<file path="src/rtl/wb_write_sequencer_if.sv">
// Writeback bus between the execution sources, the sequencer and decode.
// Optional bypass lookup signals are present only when WB_BYPASS_EN is defined.
`timescale 1ns/1ps

interface wb_write_sequencer_if #(
    parameter int unsigned NBITS      = 32,
    parameter int unsigned NREGISTERS = 32,
    parameter int unsigned DEPTH      = 4
);
    localparam int unsigned CNT_W = $clog2(DEPTH + 1);
    localparam int unsigned RD_W  = 5;

    // ALU result channel
    logic                  alu_valid;
    logic                  alu_ready;
    logic [RD_W-1:0]       alu_rd;
    logic [NBITS-1:0]      alu_data;

    // LSU/MUL result channel
    logic                  lsu_valid;
    logic                  lsu_ready;
    logic [RD_W-1:0]       lsu_rd;
    logic [NBITS-1:0]      lsu_data;

    // Register file write port and hazard status
    logic                  rf_wr_en;
    logic [RD_W-1:0]       rf_add_wr;
    logic [NBITS-1:0]      rf_datain;
    logic [NREGISTERS-1:0] pending;
    logic [CNT_W-1:0]      count;

`ifdef WB_BYPASS_EN
    // Decode-side forwarding lookup
    logic [RD_W-1:0]       byp_addr1;
    logic [RD_W-1:0]       byp_addr2;
    logic                  byp_hit1;
    logic                  byp_hit2;
    logic [NBITS-1:0]      byp_data1;
    logic [NBITS-1:0]      byp_data2;

    modport master (
        output alu_valid, alu_rd, alu_data,
        output lsu_valid, lsu_rd, lsu_data,
        input  alu_ready, lsu_ready,
        input  rf_wr_en, rf_add_wr, rf_datain, pending, count,
        output byp_addr1, byp_addr2,
        input  byp_hit1, byp_hit2, byp_data1, byp_data2
    );

    modport slave (
        input  alu_valid, alu_rd, alu_data,
        input  lsu_valid, lsu_rd, lsu_data,
        output alu_ready, lsu_ready,
        output rf_wr_en, rf_add_wr, rf_datain, pending, count,
        input  byp_addr1, byp_addr2,
        output byp_hit1, byp_hit2, byp_data1, byp_data2
    );
`else
    modport master (
        output alu_valid, alu_rd, alu_data,
        output lsu_valid, lsu_rd, lsu_data,
        input  alu_ready, lsu_ready,
        input  rf_wr_en, rf_add_wr, rf_datain, pending, count
    );

    modport slave (
        input  alu_valid, alu_rd, alu_data,
        input  lsu_valid, lsu_rd, lsu_data,
        output alu_ready, lsu_ready,
        output rf_wr_en, rf_add_wr, rf_datain, pending, count
    );
`endif

endinterface

</file>
<file path="src/rtl/wb_write_sequencer.sv">
// Writeback sequencer: merges ALU and LSU/MUL results into an in-order FIFO
// and drains one register-file write per cycle through a registered stage.
// Define WB_BYPASS_EN to add the combinational forwarding lookup ports.
`timescale 1ns/1ps

module wb_write_sequencer #(
    parameter int unsigned NBITS      = 32,
    parameter int unsigned NREGISTERS = 32,
    parameter int unsigned DEPTH      = 4
) (
    input  logic                 clk,
    input  logic                 rst,
    wb_write_sequencer_if.slave  bus
);
    localparam int unsigned CNT_W = $clog2(DEPTH + 1);
    localparam int unsigned PTR_W = $clog2(DEPTH);
    localparam int unsigned RD_W  = 5;
    localparam int unsigned NRD   = 1 << RD_W;

    typedef struct packed {
        logic [RD_W-1:0]  rd;
        logic [NBITS-1:0] data;
    } entry_t;

    entry_t           mem [DEPTH];
    logic [PTR_W-1:0] rd_ptr;
    logic [PTR_W-1:0] wr_ptr;
    logic [PTR_W-1:0] alu_slot;
    logic [CNT_W-1:0] count_q;

    logic             rf_wr_en_q;
    logic [RD_W-1:0]  rf_add_wr_q;
    logic [NBITS-1:0] rf_datain_q;

    logic             alu_fire;
    logic             lsu_fire;
    logic             alu_push;
    logic             lsu_push;
    logic             pop;
    logic [NRD-1:0]   pend_all;

    // Ready is a function of registered occupancy only; ALU needs two free
    // slots so a same-edge LSU result always has room ahead of it.
    assign bus.lsu_ready = rst && (count_q < CNT_W'(DEPTH));
    assign bus.alu_ready = rst && (count_q <= CNT_W'(DEPTH - 2));

    // Accepted results to x0 complete the handshake but are not queued.
    assign lsu_fire = bus.lsu_valid && bus.lsu_ready;
    assign alu_fire = bus.alu_valid && bus.alu_ready;
    assign lsu_push = lsu_fire && (bus.lsu_rd != '0);
    assign alu_push = alu_fire && (bus.alu_rd != '0);
    assign pop      = (count_q != '0);

    // LSU is the older instruction, so it takes the first free slot.
    assign alu_slot = wr_ptr + PTR_W'(lsu_push);

    assign bus.rf_wr_en  = rf_wr_en_q;
    assign bus.rf_add_wr = rf_add_wr_q;
    assign bus.rf_datain = rf_datain_q;
    assign bus.count     = count_q;

    // FIFO storage; stale contents are masked by count so no reset needed.
    always_ff @(posedge clk) begin
        if (lsu_push) begin
            mem[wr_ptr] <= '{rd: bus.lsu_rd, data: bus.lsu_data};
        end
        if (alu_push) begin
            mem[alu_slot] <= '{rd: bus.alu_rd, data: bus.alu_data};
        end
    end

    // Pointers, occupancy and the register-file output stage.
    always_ff @(posedge clk) begin
        if (!rst) begin
            rd_ptr      <= '0;
            wr_ptr      <= '0;
            count_q     <= '0;
            rf_wr_en_q  <= 1'b0;
            rf_add_wr_q <= '0;
            rf_datain_q <= '0;
        end else begin
            wr_ptr     <= wr_ptr + PTR_W'(lsu_push) + PTR_W'(alu_push);
            count_q    <= count_q + CNT_W'(lsu_push) + CNT_W'(alu_push) - CNT_W'(pop);
            rf_wr_en_q <= pop;
            if (pop) begin
                rd_ptr      <= rd_ptr + PTR_W'(1);
                rf_add_wr_q <= mem[rd_ptr].rd;
                rf_datain_q <= mem[rd_ptr].data;
            end
        end
    end

    // Pending mask: every queued destination plus the write being presented.
    always_comb begin
        pend_all = '0;
        for (int k = 0; k < int'(DEPTH); k++) begin
            if (CNT_W'(k) < count_q) begin
                pend_all[mem[rd_ptr + PTR_W'(k)].rd] = 1'b1;
            end
        end
        if (rf_wr_en_q) begin
            pend_all[rf_add_wr_q] = 1'b1;
        end
        pend_all[0] = 1'b0;
    end

    assign bus.pending = NREGISTERS'(pend_all);

`ifdef WB_BYPASS_EN
    logic             byp_hit1;
    logic             byp_hit2;
    logic [NBITS-1:0] byp_data1;
    logic [NBITS-1:0] byp_data2;
    entry_t           byp_e;

    // Forwarding lookup, scanned oldest to youngest so the youngest match wins.
    always_comb begin
        byp_hit1  = 1'b0;
        byp_hit2  = 1'b0;
        byp_data1 = '0;
        byp_data2 = '0;
        byp_e     = '0;
        if (rf_wr_en_q) begin
            if (rf_add_wr_q == bus.byp_addr1) begin
                byp_hit1  = 1'b1;
                byp_data1 = rf_datain_q;
            end
            if (rf_add_wr_q == bus.byp_addr2) begin
                byp_hit2  = 1'b1;
                byp_data2 = rf_datain_q;
            end
        end
        for (int k = 0; k < int'(DEPTH); k++) begin
            if (CNT_W'(k) < count_q) begin
                byp_e = mem[rd_ptr + PTR_W'(k)];
                if (byp_e.rd == bus.byp_addr1) begin
                    byp_hit1  = 1'b1;
                    byp_data1 = byp_e.data;
                end
                if (byp_e.rd == bus.byp_addr2) begin
                    byp_hit2  = 1'b1;
                    byp_data2 = byp_e.data;
                end
            end
        end
        if (bus.byp_addr1 == '0) begin
            byp_hit1  = 1'b0;
            byp_data1 = '0;
        end
        if (bus.byp_addr2 == '0) begin
            byp_hit2  = 1'b0;
            byp_data2 = '0;
        end
    end

    assign bus.byp_hit1  = byp_hit1;
    assign bus.byp_hit2  = byp_hit2;
    assign bus.byp_data1 = byp_data1;
    assign bus.byp_data2 = byp_data2;
`endif

endmodule

</file>
<file path="src/flat_wrapper.sv">
// flat-port wrapper written by rule: the top's interface ports become plain ports
module wb_write_sequencer_flat 
#(
    parameter int unsigned NBITS      = 32,
    parameter int unsigned NREGISTERS = 32,
    parameter int unsigned DEPTH      = 4
)
  (clk, rst, bus_alu_valid, bus_alu_rd, bus_alu_data, bus_lsu_valid, bus_lsu_rd, bus_lsu_data, bus_alu_ready, bus_lsu_ready, bus_rf_wr_en, bus_rf_add_wr, bus_rf_datain, bus_pending, bus_count);
  wb_write_sequencer_if #(.NBITS(NBITS), .NREGISTERS(NREGISTERS), .DEPTH(DEPTH)) bus_i ();
  input  logic clk;
  input  logic rst;
  input wire logic [$bits(bus_i.alu_valid)-1:0] bus_alu_valid;
  input wire logic [$bits(bus_i.alu_rd)-1:0] bus_alu_rd;
  input wire logic [$bits(bus_i.alu_data)-1:0] bus_alu_data;
  input wire logic [$bits(bus_i.lsu_valid)-1:0] bus_lsu_valid;
  input wire logic [$bits(bus_i.lsu_rd)-1:0] bus_lsu_rd;
  input wire logic [$bits(bus_i.lsu_data)-1:0] bus_lsu_data;
  output wire logic [$bits(bus_i.alu_ready)-1:0] bus_alu_ready;
  output wire logic [$bits(bus_i.lsu_ready)-1:0] bus_lsu_ready;
  output wire logic [$bits(bus_i.rf_wr_en)-1:0] bus_rf_wr_en;
  output wire logic [$bits(bus_i.rf_add_wr)-1:0] bus_rf_add_wr;
  output wire logic [$bits(bus_i.rf_datain)-1:0] bus_rf_datain;
  output wire logic [$bits(bus_i.pending)-1:0] bus_pending;
  output wire logic [$bits(bus_i.count)-1:0] bus_count;
  assign bus_i.alu_valid = bus_alu_valid;
  assign bus_i.alu_rd = bus_alu_rd;
  assign bus_i.alu_data = bus_alu_data;
  assign bus_i.lsu_valid = bus_lsu_valid;
  assign bus_i.lsu_rd = bus_lsu_rd;
  assign bus_i.lsu_data = bus_lsu_data;
  assign bus_alu_ready = bus_i.alu_ready;
  assign bus_lsu_ready = bus_i.lsu_ready;
  assign bus_rf_wr_en = bus_i.rf_wr_en;
  assign bus_rf_add_wr = bus_i.rf_add_wr;
  assign bus_rf_datain = bus_i.rf_datain;
  assign bus_pending = bus_i.pending;
  assign bus_count = bus_i.count;
  wb_write_sequencer #(.NBITS(NBITS), .NREGISTERS(NREGISTERS), .DEPTH(DEPTH)) u_core (.clk(clk), .rst(rst), .bus(bus_i));
endmodule
</file>
<file path="config.mk">
export PLATFORM = sky130hd
export DESIGN_NAME = wb_write_sequencer_flat
export DESIGN_NICKNAME = d
export VERILOG_FILES = /design/src/rtl/wb_write_sequencer_if.sv /design/src/rtl/wb_write_sequencer.sv /design/src/flat_wrapper.sv
export SDC_FILE = /design/constraint.sdc
export NUM_CORES = 1
export LEC_CHECK = 0
export CORE_MARGIN = 2
export CORE_UTILIZATION = 40
export CTS_CLUSTER_SIZE = 24
export DETAILED_ROUTE_END_ITERATION = 7
export SYNTH_ARGS = -nofsm -noshare
export SYNTH_HDL_FRONTEND = slang
export SYNTH_SLANG_ARGS = --single-unit
</file>
<file path="constraint.sdc">
create_clock -name clk -period 9.15 [get_ports clk]
set_input_delay 1.83 -clock clk [delete_from_list [all_inputs] [get_ports clk]]
set_output_delay 1.83 -clock clk [all_outputs]
set_load 0.1 [all_outputs]
</file>
==> results.toml, run 1 <==
[run_status]
status = "completed"

[route]
drc = 0
top_layer = "met4"
wl_mm = 30.4
first_iter_violations = 679
vias = 7525
viasPerCell = 5.63
met2_length_mm = 15.0
antenna_left = 0
detail_route.first_pass.iterations = 7
wl_per_cell_um = 22.7
wl_met3_mm = 1.62
wl_met1_mm = 13.2

[layout]
antennaDiodeCount = 0
syn_to_final_growth_pct = 21.1
fill_cells = 2486
fin_nets = 1031
layout-drive-gt1-share_pct = 28.1
postLayoutCoreUtil_pct = 49.0
stdcell_area_sq_mm = 0.0135
final_cells = 1337

[critical_path]
worstPathArrival_ps = 4300
critPathKind = "reg2out"
critical-path-slowest-cell = "clkdlybuf4s50_1"
end_kind = "output pin"
cp_cell_sequence = "mux4_2, nor2b_1, a32oi_1, nand3_1, clkdlybuf4s50_1"
crit_buf_inv = 1
worst_path_largest_cell_delay_ps = 1160
required_ps = 7320
critPathLaunchType = "flop"
cp_max_fo = 17
rr_startpoint = "u_core.bus.count[2]$_SDFF_PN0_"
crit_family = "buffers and inverters"
critPathLaunch = "u_core.rd_ptr[0]$_SDFFE_PN0N_"

[clock_network]
worstSkewPairLatency_ps = 440
cts_root_buffer = "clkbuf_16"
postCtsSetupBuffers = 0
clkSlewWorstSetupHoldPaths_ps = 80
cts_tree = "done"
post_cts_resized = 0
clock-sinks = 195
ctsHoldBuffers = 0
h-tree-depth = 4
cts-buffers-inserted = 17
cts_buffer_depth = 2

[power]
sw_frac_of_total_pct = 50.7
power_density_mw_per_mm2 = 348
comb_power_share_pct = 55.9
p_switching_mw = 2.39
pwr-share-clk_pct = 15.9
ir_worst_vdd_mv = 0.201
seq_power_share_pct = 28.2
p_int_mw = 2.33
p_leak_nw = 4.55

[floorplan]
start_util_pct = 40.5
die_y_um = 171
rows = 61
dieArea_sq_mm = 0.0293
ios = 153
core_area_sq_mm = 0.0276
die_w_um = 171

[placed_design]
place_congestion = 0.940
post-place-ws_ps = 3370
place_area_sq_mm = 0.0130
place_hpwl_mm = 20.0
io_buffers = 151
dp_cells = 1305

[synth]
synth_cells = 830
synth_edf_count = 148
synth-xor-area-share_pct = 0.391
ys_warn_count = 0
syn_area_per_cell_sq_um = 13.5
synth.area.mux_share_pct = 28.1
synth_top_area_share_pct = 39.7
synth_ff_type = "edfxtp_1"
netlist.top_cell.by_area = "edfxtp_1"
synth_simple_gate_area_share_pct = 12.7
synth.distinct_cells = 48
seq_area_frac_synth_pct = 48.1
synth-seq-cells = 195
synth_fp_nets = 915
synth_compound_area_share_pct = 6.12
synth_top_family_by_area = "multiplexers"
netlist_top_cells_area = "edfxtp_1 (40%), mux4_2 (10%), mux2_4 (10%)"
synth_fa_ha_area_share_pct = 0.917
synth.cell_area_sq_mm = 0.0112
synthArstFlopShare_pct = 0

[timing]
slew_viol_final = 0
fin_setup_tns_ps = 0
tightestPinTransition_ps = 1300
layout_setup_ws_ps = 3020
min_period_over_period_pct = 67.0
hold_viol = 0
rsz0062_at_grt = "no"
timing.fmax_ghz = 0.163
max_slew_margin_pct = 13.2
fin_skew_ps = 16.7
setup_viol_count_final = 0
post-route-min-period_ps = 6130

[flow_run]
cap_violations = 0

[global_routing]
grt_first_pass_wirelength_mm = 45.9
grt_pass1_vias = 7739
grt_antenna_before_repair = 0
grt_use_total_pct = 21.1
gr-total-overflow = 0
grt_max_degree = 51

[hold_path]
hp-class = "reg2reg"
hold_start = "u_core.bus.rf_datain[2]$_SDFFE_PN0N_"
-- kinds of logic (layout without fill, tap and decap cells) --
| kind of cell | Yosys count | in the layout |
|---|---|---|
| and+or+nand+nor | 261 | 261 |
| muxes | 201 | 201 |
| DFF | 195 | 195 |
| AOI/OAI and AO/OA | 88 | 88 |
| buffers and inverters | 72 | 201 |
| adders and majority gates | 7 | 7 |
| xor gates and xnor gates | 5 | 5 |
| other | 1 | 1 |
-- metal layers --
metal / up-vias / track usage, %
li1: 3448 / -
met1: 3794 / 28.3
met2: 252 / 35.3
met3: 31 / 3.08
met4: 0 / 6.45
met5: - / 0
-- registers in the layout, indices dropped and copies added (netlist names), named ones only --
register,cells
u_core.bus.rf_wr_en,1
u_core.bus.rf_datain,32
u_core.bus.count,3
u_core.rd_ptr,2
u_core.mem,148
u_core.wr_ptr,2
u_core.bus.rf_add_wr,5
-- path summary, 6_finish.rpt --
check / to / slack, ps / depth (start not counted)
max: bus_pending[2] / 3020 / 5
max reg2reg: u_core.bus.count[2]$_SDFF_PN0_ / 5530 / 11
min reg2reg: u_core.bus.rf_datain[2]$_SDFFE_PN0N_ / 470 / 2
min: u_core.bus.rf_datain[2]$_SDFFE_PN0N_ / 470 / 2
-- layout make-up --
class / instances / area, sq um / area share, %
Multi-Input combinational cell: 563 / 5480 / 40.4
Inverter: 7 / 26.3 / 0.194
Tap cell: 378 / 473 / 3.49
Clock buffer: 17 / 425 / 3.14
Sequential cell: 195 / 5390 / 39.8
Clock inverter: 15 / 171 / 1.27
Timing Repair Buffer: 162 / 1590 / 11.7
-- power groups by stage --
stage | registers (mW) | logic [mW] | clock network, mW
4_1_cts | 1.34 | 2.64 | 0.764
3_5_place_dp | 1.35 | 2.64 | 0
6_report | 1.33 | 2.64 | 0.751
3_3_place_gp | 1.35 | 2.63 | 0
2_1_floorplan | 1.83 | 1.49 | 0
5_1_grt | 1.36 | 2.77 | 0.796
-- cells in the mapped netlist (all sizes together), types with 3 or more instances --
| master | instances |
|---|---|
| mux2 | 148 |
| nand4 | 17 |
| clkbuf | 32 |
| and4b | 7 |
| inv | 7 |
| nor4 | 3 |
| a22oi | 29 |
| a21boi | 37 |
| dfxtp | 47 |
| edfxtp | 148 |
| nor2 | 16 |
| nor2b | 17 |
| and2 | 15 |
| nor3b | 4 |
| a32oi | 17 |
| nand3 | 56 |
| nor3 | 4 |
| ha | 5 |
| buf | 33 |
| nor4b | 5 |
| and3b | 3 |
| nand2 | 103 |
| o21bai | 4 |
| xnor2 | 4 |
| mux4 | 52 |
-- through the flow --
step | power, mW | hold slack [ps]
floorplan | 3.32 | 719
CTS | 4.74 | 472
global route | 4.93 | 490
finish | 4.72 | 465
detailed placement | 3.99 | 462
global placement | 3.98 | 451
-- worst reg2reg max path: stages (launching register included) --
cell	delay, ps
dfxtp_1	660
inv_1	220
ha_1	270
mux2i_4	430
nand3_2	200
or2_2	370
ha_1	280
inv_1	50
fa_1	390
fa_1	390
xnor2_1	130
and2_1	140
-- cells in the final DEF (no fill, tap or decap), types with 2 or more instances in the layout --
cell / synthesis / final
a22oi_1: 29 / 29
nand2_1: 103 / 103
nor4_4: 0 / 2
clkinv_8: 0 / 3
dfxtp_2: 0 / 2
dfxtp_1: 47 / 45
and3b_1: 3 / 3
nand4_1: 17 / 17
inv_8: 0 / 2
a21boi_0: 37 / 37
nor3b_1: 4 / 4
nor2_2: 2 / 2
mux2_2: 72 / 72
nand2b_1: 2 / 2
and2_1: 13 / 13
nand3_1: 55 / 55
a32oi_1: 17 / 17
inv_1: 7 / 6
nor2b_1: 17 / 17
nor4b_2: 4 / 4
and2_0: 2 / 2
clkbuf_16: 0 / 17
fa_1: 2 / 2
ha_1: 5 / 5
and4bb_2: 2 / 2
clkdlybuf4s50_1: 0 / 150
inv_6: 0 / 3
mux4_2: 52 / 52
xnor2_1: 4 / 4
and3_1: 2 / 2
and4_1: 2 / 2
o21bai_4: 0 / 4
and4b_1: 7 / 7
buf_4: 2 / 11
nor3_4: 0 / 2
clkinv_2: 0 / 2
clkinv_4: 0 / 3
nor2_1: 13 / 13
mux2_4: 76 / 76
edfxtp_1: 148 / 148
No activity file was read; power rests on OpenSTA's default activity.
==> inputs of run 2 (changes only) <==
Clock period 9.15 ns to 5.8 ns, I/O delays scaled along.
==> results.toml, run 2 (synthesis results as in run 1) <==
[critical_path]
worstPathArrival_ps = 3450
crit_buf_inv = 1
critPathLaunch = "u_core.rd_ptr[0]$_SDFFE_PN0N_"
worst_path_largest_cell_delay_ps = 910
rr_startpoint = "u_core.bus.count[2]$_SDFF_PN0_"
required_ps = 4640
cp_cell_sequence = "mux4_2, nor2b_1, a32oi_1, nand3_1, buf_4"
critical-path-slowest-cell = "dfxtp_1"
worstReg2RegEnd = "u_core.bus.count[2]$_SDFF_PN0_"
ff2ff_path_depth = 11
critPathLaunchType = "flop"
end_kind = "output pin"
cp_max_fo = 17
critPathKind = "reg2out"
crit_family = "flip-flops"
regToRegSetupSlack_ps = 2180

[global_routing]
gr-total-overflow = 0
grtUsageMet1_pct = 27.0
grt_first_pass_wirelength_mm = 45.2
grt_max_degree = 50
top_usage_layer = "met2"
grt_antenna_before_repair = 1
gr-usage-met2_pct = 34.8
globalRouteMet3Util_pct = 3.11
grt_use_total_pct = 20.6
grt_pass1_vias = 7640

[layout]
layout-drive-gt1-share_pct = 31.4
postLayoutCoreUtil_pct = 48.8
syn_to_final_growth_pct = 20.5
layout_commonest_cell = "edfxtp_1"
stdcell_area_sq_mm = 0.0135
final_cells = 1342
most-common-layout-cells = "edfxtp_1 (148), clkdlybuf4s50_1 (118), nand2_1 (103)"
largest_reg_flops = 148
fin_nets = 1035
fill_cells = 2465
top_register = "u_core.mem"

[timing]
hold_viol = 0
fin_setup_tns_ps = 0
post-route-min-period_ps = 4610
timing.fmax_ghz = 0.217
max_slew_margin_pct = 25.5
min_period_over_period_pct = 79.5
rsz0062_at_grt = "no"
fin_skew_ps = 11.3
slew_viol_final = 0
tightestPinTransition_ps = 1110
setup_viol_count_final = 0

[clock_network]
clkSlewWorstSetupHoldPaths_ps = 70
clock-sinks = 195
worstSkewPairLatency_ps = 430
postCtsSetupBuffers = 0
post_cts_resized = 0
cts_root_buffer = "clkbuf_16"
ctsHoldBuffers = 0
cts_tree = "done"
cts-buffers-inserted = 17
h-tree-depth = 4
cts_buffer_depth = 2

[hold_path]
hp-class = "reg2reg"
hold_start = "u_core.bus.rf_datain[2]$_SDFFE_PN0N_"
min_to = "u_core.bus.rf_datain[2]$_SDFFE_PN0N_"
min_path_cells = 2

[power]
p_leak_nw = 4.61
power_density_mw_per_mm2 = 549
ir_worst_vdd_mv = 0.404
power_mw = 7.40

[placed_design]
io_buffers = 151
dp_cells = 1309
place_hpwl_mm = 19.6
place_congestion = 0.910
place_area_sq_mm = 0.0129

[route]
wl_mm = 29.8
antenna_left = 0
drc = 0
detail_route.first_pass.iterations = 5
vias = 7523
viasPerCell = 5.61
wl_per_cell_um = 22.2
first_iter_violations = 640

[flow_run]
cap_violations = 0

[floorplan]
die_y_um = 171
die_w_um = 171
core_area_sq_mm = 0.0276
start_util_pct = 40.5
ios = 153
rows = 61
dieArea_sq_mm = 0.0293

[run_status]
status = "completed"
## run 2: report_power, final
part / switching, mW / total (mW) / internal (mW)
Sequential: 0.212 / 2.04 / 1.83
Combinational: 2.99 / 4.20 / 1.21
Clock: 0.553 / 1.16 / 0.608
## run 2: cell type report
cell class | instances | area [sq um] | area share [%]
multi-input combinational | 563 | 5480 | 40.6
sequential | 195 | 5390 | 40.0
timing repair buffer | 166 | 1540 | 11.4
tap | 378 | 473 | 3.51
clock buffer | 18 | 429 | 3.18
clock inverter | 14 | 145 | 1.08
inverter | 7 | 26.3 | 0.195
antenna | 1 | 2.50 | 0.0186
## run 2: worst max path at each step
stage	to	slack, ps	cells after the start
after global routing	bus_pending[3]	1060	5
after CTS	bus_pending[2]	1270	5
after detailed placement	u_core.mem[1][0]$_DFFE_PP_	1000	8
final	bus_pending[2]	1190	5
after global placement	u_core.mem[1][13]$_DFFE_PP_	1080	8
after floorplan	u_core.mem[0][0]$_DFFE_PP_	500	7
## run 2: worst register-to-register path, stage by stage, from the launching register on
cell and delay [ps]:
dfxtp_1 690, inv_1 180, ha_1 260, mux2i_4 450, nand3_2 210, or2_2 350
ha_1 280, inv_1 40, fa_1 390, fa_1 390, xnor2_1 130, and2_1 140
## run 2: metal layers
| metal | vias to the layer above | routed length [um] |
|---|---|---|
| met3 | 48 | 1540 |
| met4 | 0 | 732 |
| met5 | - | 0 |
| met1 | 3745 | 13000 |
| li1 | 3457 | - |
| met2 | 273 | 14500 |
## run 2: stage by stage
step                hold slack (ps)  setup slack, ps
finish                          462             1190
global route                    485             1060
CTS                             466             1270
detailed placement              457              998
global placement                453             1080
floorplan                       719              505
